[src/rtl/sad_min_select.sv]
// Minimum-SAD tracker for a full-search block matcher: consumes one SAD per candidate in raster
// order and reports the best motion vector with a one-cycle done pulse after the last candidate.
module sad_min_select #(
  parameter int unsigned SAD_W     = 12,
  parameter int unsigned SR        = 8,
  parameter int unsigned MV_W      = 5,
  parameter int unsigned ZERO_BIAS = 0
) (
  input  logic                   clk,
  input  logic                   rst,
  input  logic                   start,
  input  logic                   sad_valid,
  input  logic [SAD_W-1:0]       sad,
  output logic                   busy,
  output logic                   done,
  output logic [SAD_W-1:0]       best_sad,
  output logic signed [MV_W-1:0] best_mvx,
  output logic signed [MV_W-1:0] best_mvy
);

  localparam logic signed [MV_W-1:0] MvMax  = MV_W'(SR);
  localparam logic signed [MV_W-1:0] MvMin  = -MvMax;
  localparam logic [SAD_W-1:0]       ZBias  = SAD_W'(ZERO_BIAS);
  localparam logic [SAD_W-1:0]       SadMax = '1;

  typedef enum logic [1:0] {StIdle, StActive, StDone} state_e;

  state_e                 state_q, state_d;
  logic signed [MV_W-1:0] cx_q, cx_d, cy_q, cy_d;
  logic [SAD_W-1:0]       run_min_q, run_min_d;
  logic signed [MV_W-1:0] run_mvx_q, run_mvx_d, run_mvy_q, run_mvy_d;
  logic [SAD_W-1:0]       best_sad_q, best_sad_d;
  logic signed [MV_W-1:0] best_mvx_q, best_mvx_d, best_mvy_q, best_mvy_d;
  logic                   busy_q, busy_d, done_q, done_d;

  logic             is_zero, is_first, is_last, take;
  logic [SAD_W-1:0] eff;

  always_comb begin
    is_zero  = (cx_q == '0) && (cy_q == '0);
    is_first = (cx_q == MvMin) && (cy_q == MvMin);
    is_last  = (cx_q == MvMax) && (cy_q == MvMax);
    eff      = sad;
    if (is_zero) begin
      eff = (sad > ZBias) ? (sad - ZBias) : '0;
    end
    // Index 0 always loads so an all-ones search still reports (-SR,-SR).
    take = is_first || (eff < run_min_q);
  end

  always_comb begin
    state_d    = state_q;
    cx_d       = cx_q;
    cy_d       = cy_q;
    run_min_d  = run_min_q;
    run_mvx_d  = run_mvx_q;
    run_mvy_d  = run_mvy_q;
    best_sad_d = best_sad_q;
    best_mvx_d = best_mvx_q;
    best_mvy_d = best_mvy_q;

    unique case (state_q)
      StIdle: begin
        if (start) state_d = StActive;
      end
      StActive: begin
        if (!start && sad_valid) begin
          if (take) begin
            run_min_d = eff;
            run_mvx_d = cx_q;
            run_mvy_d = cy_q;
          end
          if (is_last) begin
            state_d    = StDone;
            best_sad_d = take ? eff  : run_min_q;
            best_mvx_d = take ? cx_q : run_mvx_q;
            best_mvy_d = take ? cy_q : run_mvy_q;
          end else if (cx_q == MvMax) begin
            cx_d = MvMin;
            cy_d = cy_q + MV_W'(1);
          end else begin
            cx_d = cx_q + MV_W'(1);
          end
        end
      end
      StDone: begin
        state_d = start ? StActive : StIdle;
      end
      default: state_d = StIdle;
    endcase

    // Any start (idle, mid-search abort, or in the done cycle) re-arms the search.
    if (start) begin
      cx_d      = MvMin;
      cy_d      = MvMin;
      run_min_d = SadMax;
      run_mvx_d = '0;
      run_mvy_d = '0;
    end

    busy_d = (state_d == StActive);
    done_d = (state_d == StDone);
  end

  always_ff @(posedge clk) begin
    if (rst) begin
      state_q    <= StIdle;
      cx_q       <= '0;
      cy_q       <= '0;
      run_min_q  <= SadMax;
      run_mvx_q  <= '0;
      run_mvy_q  <= '0;
      best_sad_q <= SadMax;
      best_mvx_q <= '0;
      best_mvy_q <= '0;
      busy_q     <= 1'b0;
      done_q     <= 1'b0;
    end else begin
      state_q    <= state_d;
      cx_q       <= cx_d;
      cy_q       <= cy_d;
      run_min_q  <= run_min_d;
      run_mvx_q  <= run_mvx_d;
      run_mvy_q  <= run_mvy_d;
      best_sad_q <= best_sad_d;
      best_mvx_q <= best_mvx_d;
      best_mvy_q <= best_mvy_d;
      busy_q     <= busy_d;
      done_q     <= done_d;
    end
  end

  assign busy     = busy_q;
  assign done     = done_q;
  assign best_sad = best_sad_q;
  assign best_mvx = best_mvx_q;
  assign best_mvy = best_mvy_q;

endmodule
[config.mk]
export PLATFORM = sky130hd
export DESIGN_NAME = sad_min_select
export DESIGN_NICKNAME = d
export VERILOG_FILES = /design/src/rtl/sad_min_select.sv
export SDC_FILE = /design/constraint.sdc
export NUM_CORES = 1
export LEC_CHECK = 0
export BUFFER_PORTS_ARGS = -buffer_cell sky130_fd_sc_hd__buf_2
export CORE_MARGIN = 2
export CORE_UTILIZATION = 49
export CTS_CLUSTER_SIZE = 12
export DETAILED_ROUTE_END_ITERATION = 8
export PLACE_DENSITY = 0.69
export SLEW_MARGIN = 10
export SYNTH_ARGS = -nofsm -noshare
export SYNTH_HDL_FRONTEND = slang
export SYNTH_SLANG_ARGS = --single-unit
[constraint.sdc]
create_clock -name clk -period 3.7 [get_ports clk]
set_input_delay 1.11 -clock clk [delete_from_list [all_inputs] [get_ports clk]]
set_output_delay 1.11 -clock clk [all_outputs]
set_load 0.02 [all_outputs]
==> metrics.yaml <==
setup_path:
  ff2ff_setup_slack_ns: 1.06
  reg2reg_depth: 7
  cp_cell_sequence: "buf_2 > ha_1 > a211oi_2 > o211ai_1 > a221oi_2 > o41ai_4 > a2111oi_0 > a211oi_1"
  crit_type: "in2reg"
  r2r-end: "best_sad[0]"
  critPathCaptureType: "register"
  crit_required_ns: 3.91
  cp_slowest_cell: "a2111oi_0"
  cpPeakStageDelay_ns: 0.62
  worstReg2RegStart: "cx_q[0]"
  cp-start-kind: "input pin"
  cp.arrival_ns: 3.24
  cp_max_fo: 14
clock_network:
  clkLatencyLatePin_ns: 0.35
  clockRootBuffer: "clkbuf_8"
  clk_path_buf_depth: 2
  htreeDepth: 3
  post-cts-setup-buffers: 0
  cts_tree: "yes"
  cts.clk_slew.worst_paths_ns: 0.07
  clkSinkCount: 58
  ctsResizeCount: 0
  cts_made_buffers: 9
  ctsHoldBuffers: 0
route:
  drtAntennaViolNets: 0
  drt_pass1_iterations: 5
  viasPerCell: 5.96
  routedWlPerCell_microns: 17.0
  remaining_drc_errors: 0
  vias: 2699
  initialDrtViolationCount: 219
  routed_wl_mm: 7.72
placed_design:
  dp_cells: 437
  port_buffers: 39
  globalplace.congestion: 0.848
  dp_hpwl_mm: 5.09
die:
  die_h_microns: 83.2
  num_rows: 28
  die_area_sq_mm: 0.00692
  start_util_pct: 51.3
  io_pins: 40
  die_w_microns: 83.2
  fp.coreArea_sq_mm: 0.00599
timing:
  hold_slack_ns: 0.463
  worstMarginPinSlew_ns: 0.990
  fin_tns_setup_ns: 0
  slew_violations: 0
  timing.fmax_mhz: 330
  finalCriticalPeriod_ns: 3.03
  relSlewSlack_pct: 34.0
  rsz0062_at_grt: "false"
  fin_crit_sh_pct: 81.9
  hold_viol: 0
  finClkSkew_ns: 0.00704
  finalSetupViolCount: 0
final_layout:
  multi_input_area_sq_mm: 0.00168
  seqCellArea_sq_mm: 0.00116
  fillers: 527
  finalNonFillerCells: 453
  n_antenna_cell: 0
  drive_gt1_share_pct: 24.3
  final_core_util_pct: 57.9
  area_growth_pct: 12.8
  nets: 404
global_route:
  grt_pass1_wl_mm: 13.1
  grt_max_degree: 35
  antenna_found_initial: 0
  grt_pass1_vias: 2498
  grt_usage_pct: 23.7
  grt_overflow_total: 0
logic_synthesis:
  synth.most_common_cell: "dfxtp_1"
  synthFlopType: "dfxtp_1"
  synth.top_cell.area_share_pct: 37.8
  syn_avg_cell_area_sq_um: 8.78
  synthCells: 350
  synth_common_cells: "dfxtp_1, nor2_1, nor3_1, nand2_1"
  ys_top_cells_by_area: "dfxtp_1, ha_1, o211ai_1"
  synth_edf_count: 0
  synth_cell_types: 46
  netlist_area_sq_mm: 0.00307
  ys_seq_elements: 58
  synthArstFlopShare_pct: 0
  yosysSeqAreaShare_pct: 37.8
  ys_warn_count: 0
  yosys.area.top_type: "dfxtp_1"
  synth.net_count: 381
power_and_ir_drop:
  power.leakage_nw: 1.31
  powerDensity_mw_per_mm2: 389
  ir_worst_vdd_uv: 267
status:
  run_status: "complete, no violations"
min_path:
  worstHoldPathCells: 2
  hp-class: "reg2reg"
  hold_end: "run_mvx_q[1]"
  hold_start: "run_mvx_q[1]"
run:
  cap_violations: 0
## area by class of cell
class                   count  share of cell area [%]
clock inverters             5                    1.59
multi-input cells         236                    48.5
clock buffers              11                    3.79
flip-flops and latches     58                    33.5
inverters                  18                    1.95
repair buffers             50                    8.01
well taps                  75                    2.71
## through the flow
step	worst slack (ns)	instance area, sq um	total power [mW]
floorplan	0.796	3070	0.742
global placement	0.428	3280	0.776
detailed placement	0.307	3280	0.778
CTS	0.704	3470	1.35
global route	0.559	3470	1.41
finish	0.669	3470	1.35
## report_power, final
part           switching [mW]  internal (mW)
Combinational          0.0801         0.0403
Clock                   0.273          0.309
Sequential             0.0112          0.635
Total                   0.364          0.984
## cell families (layout without fill, tap and decap cells)
kind of cell	Yosys count	in the layout	share of synthesized area, %
adders and majority gates	15	15	6.11
buffers and inverters	56	84	8.02
xor gates and xnor gates	6	6	1.71
and+or+nand+nor	117	117	18.0
DFF	58	58	37.8
AOI/OAI and AO/OA	89	89	25.5
muxes	9	9	2.93
## sequential cells by signal (all words and copies together) (netlist names), 2 cells and up
register and cells:
best_mvy 5, best_mvx 5, run_mvx_q 5, run_mvy_q 5, cy_q 5, cx_q 5, state_q 2, run_min_q 12
best_sad 12
## worst max-delay path by stage
stage	startpoint	to	slack, ns
2_1_floorplan	sad[9]	best_sad[2]	0.80
3_3_place_gp	sad[9]	best_sad[9]	0.43
3_5_place_dp	sad[9]	best_sad[8]	0.31
4_1_cts	sad[9]	best_sad[8]	0.70
5_1_grt	sad[9]	best_sad[10]	0.56
6_report	sad[9]	best_sad[0]	0.67
## metal layers
metal / part of all wire, % / wire length, microns / vias to the layer above / track usage [%]
li1: - / - / 1321 / -
met1: 50 / 3850 / 1280 / 35.4
met3: 7.5 / 581 / 13 / 8.05
met5: 0 / 0 / - / 0
met2: 41 / 3160 / 85 / 30.9
met4: 1.5 / 116 / 0 / 9.24
## placed cells by master, fill, tap and decap left out, types with 2 or more instances in the layout
cell | netlist | routed
a21oi_1 | 11 | 10
a32o_1 | 2 | 2
o21ai_0 | 6 | 6
nand2_1 | 27 | 27
nor2_2 | 2 | 2
xnor2_1 | 4 | 4
dfxtp_1 | 58 | 58
a311oi_1 | 4 | 4
nand4_1 | 4 | 4
buf_2 | 7 | 39
a211oi_2 | 11 | 11
a211oi_1 | 6 | 6
xor2_1 | 2 | 2
clkinv_2 | 0 | 2
clkinvlp_4 | 0 | 2
clkbuf_8 | 0 | 9
a31oi_1 | 3 | 3
nor3_1 | 29 | 29
buf_4 | 3 | 11
inv_1 | 18 | 18
a2111oi_0 | 2 | 2
nor2_1 | 31 | 31
nand2b_1 | 4 | 4
ha_1 | 15 | 15
o31a_1 | 2 | 2
o21a_1 | 3 | 3
mux2i_1 | 9 | 9
nand3_1 | 11 | 11
a2111oi_2 | 10 | 10
clkbuf_1 | 23 | 2
o211ai_1 | 23 | 23
## critical path: cells and delay by family
kind	cells	cell delay (ns)
compound gates	6	1.70
fa+ha+maj	1	0.32
buf+inv	1	0.12
(Power assumes the default switching activity.)
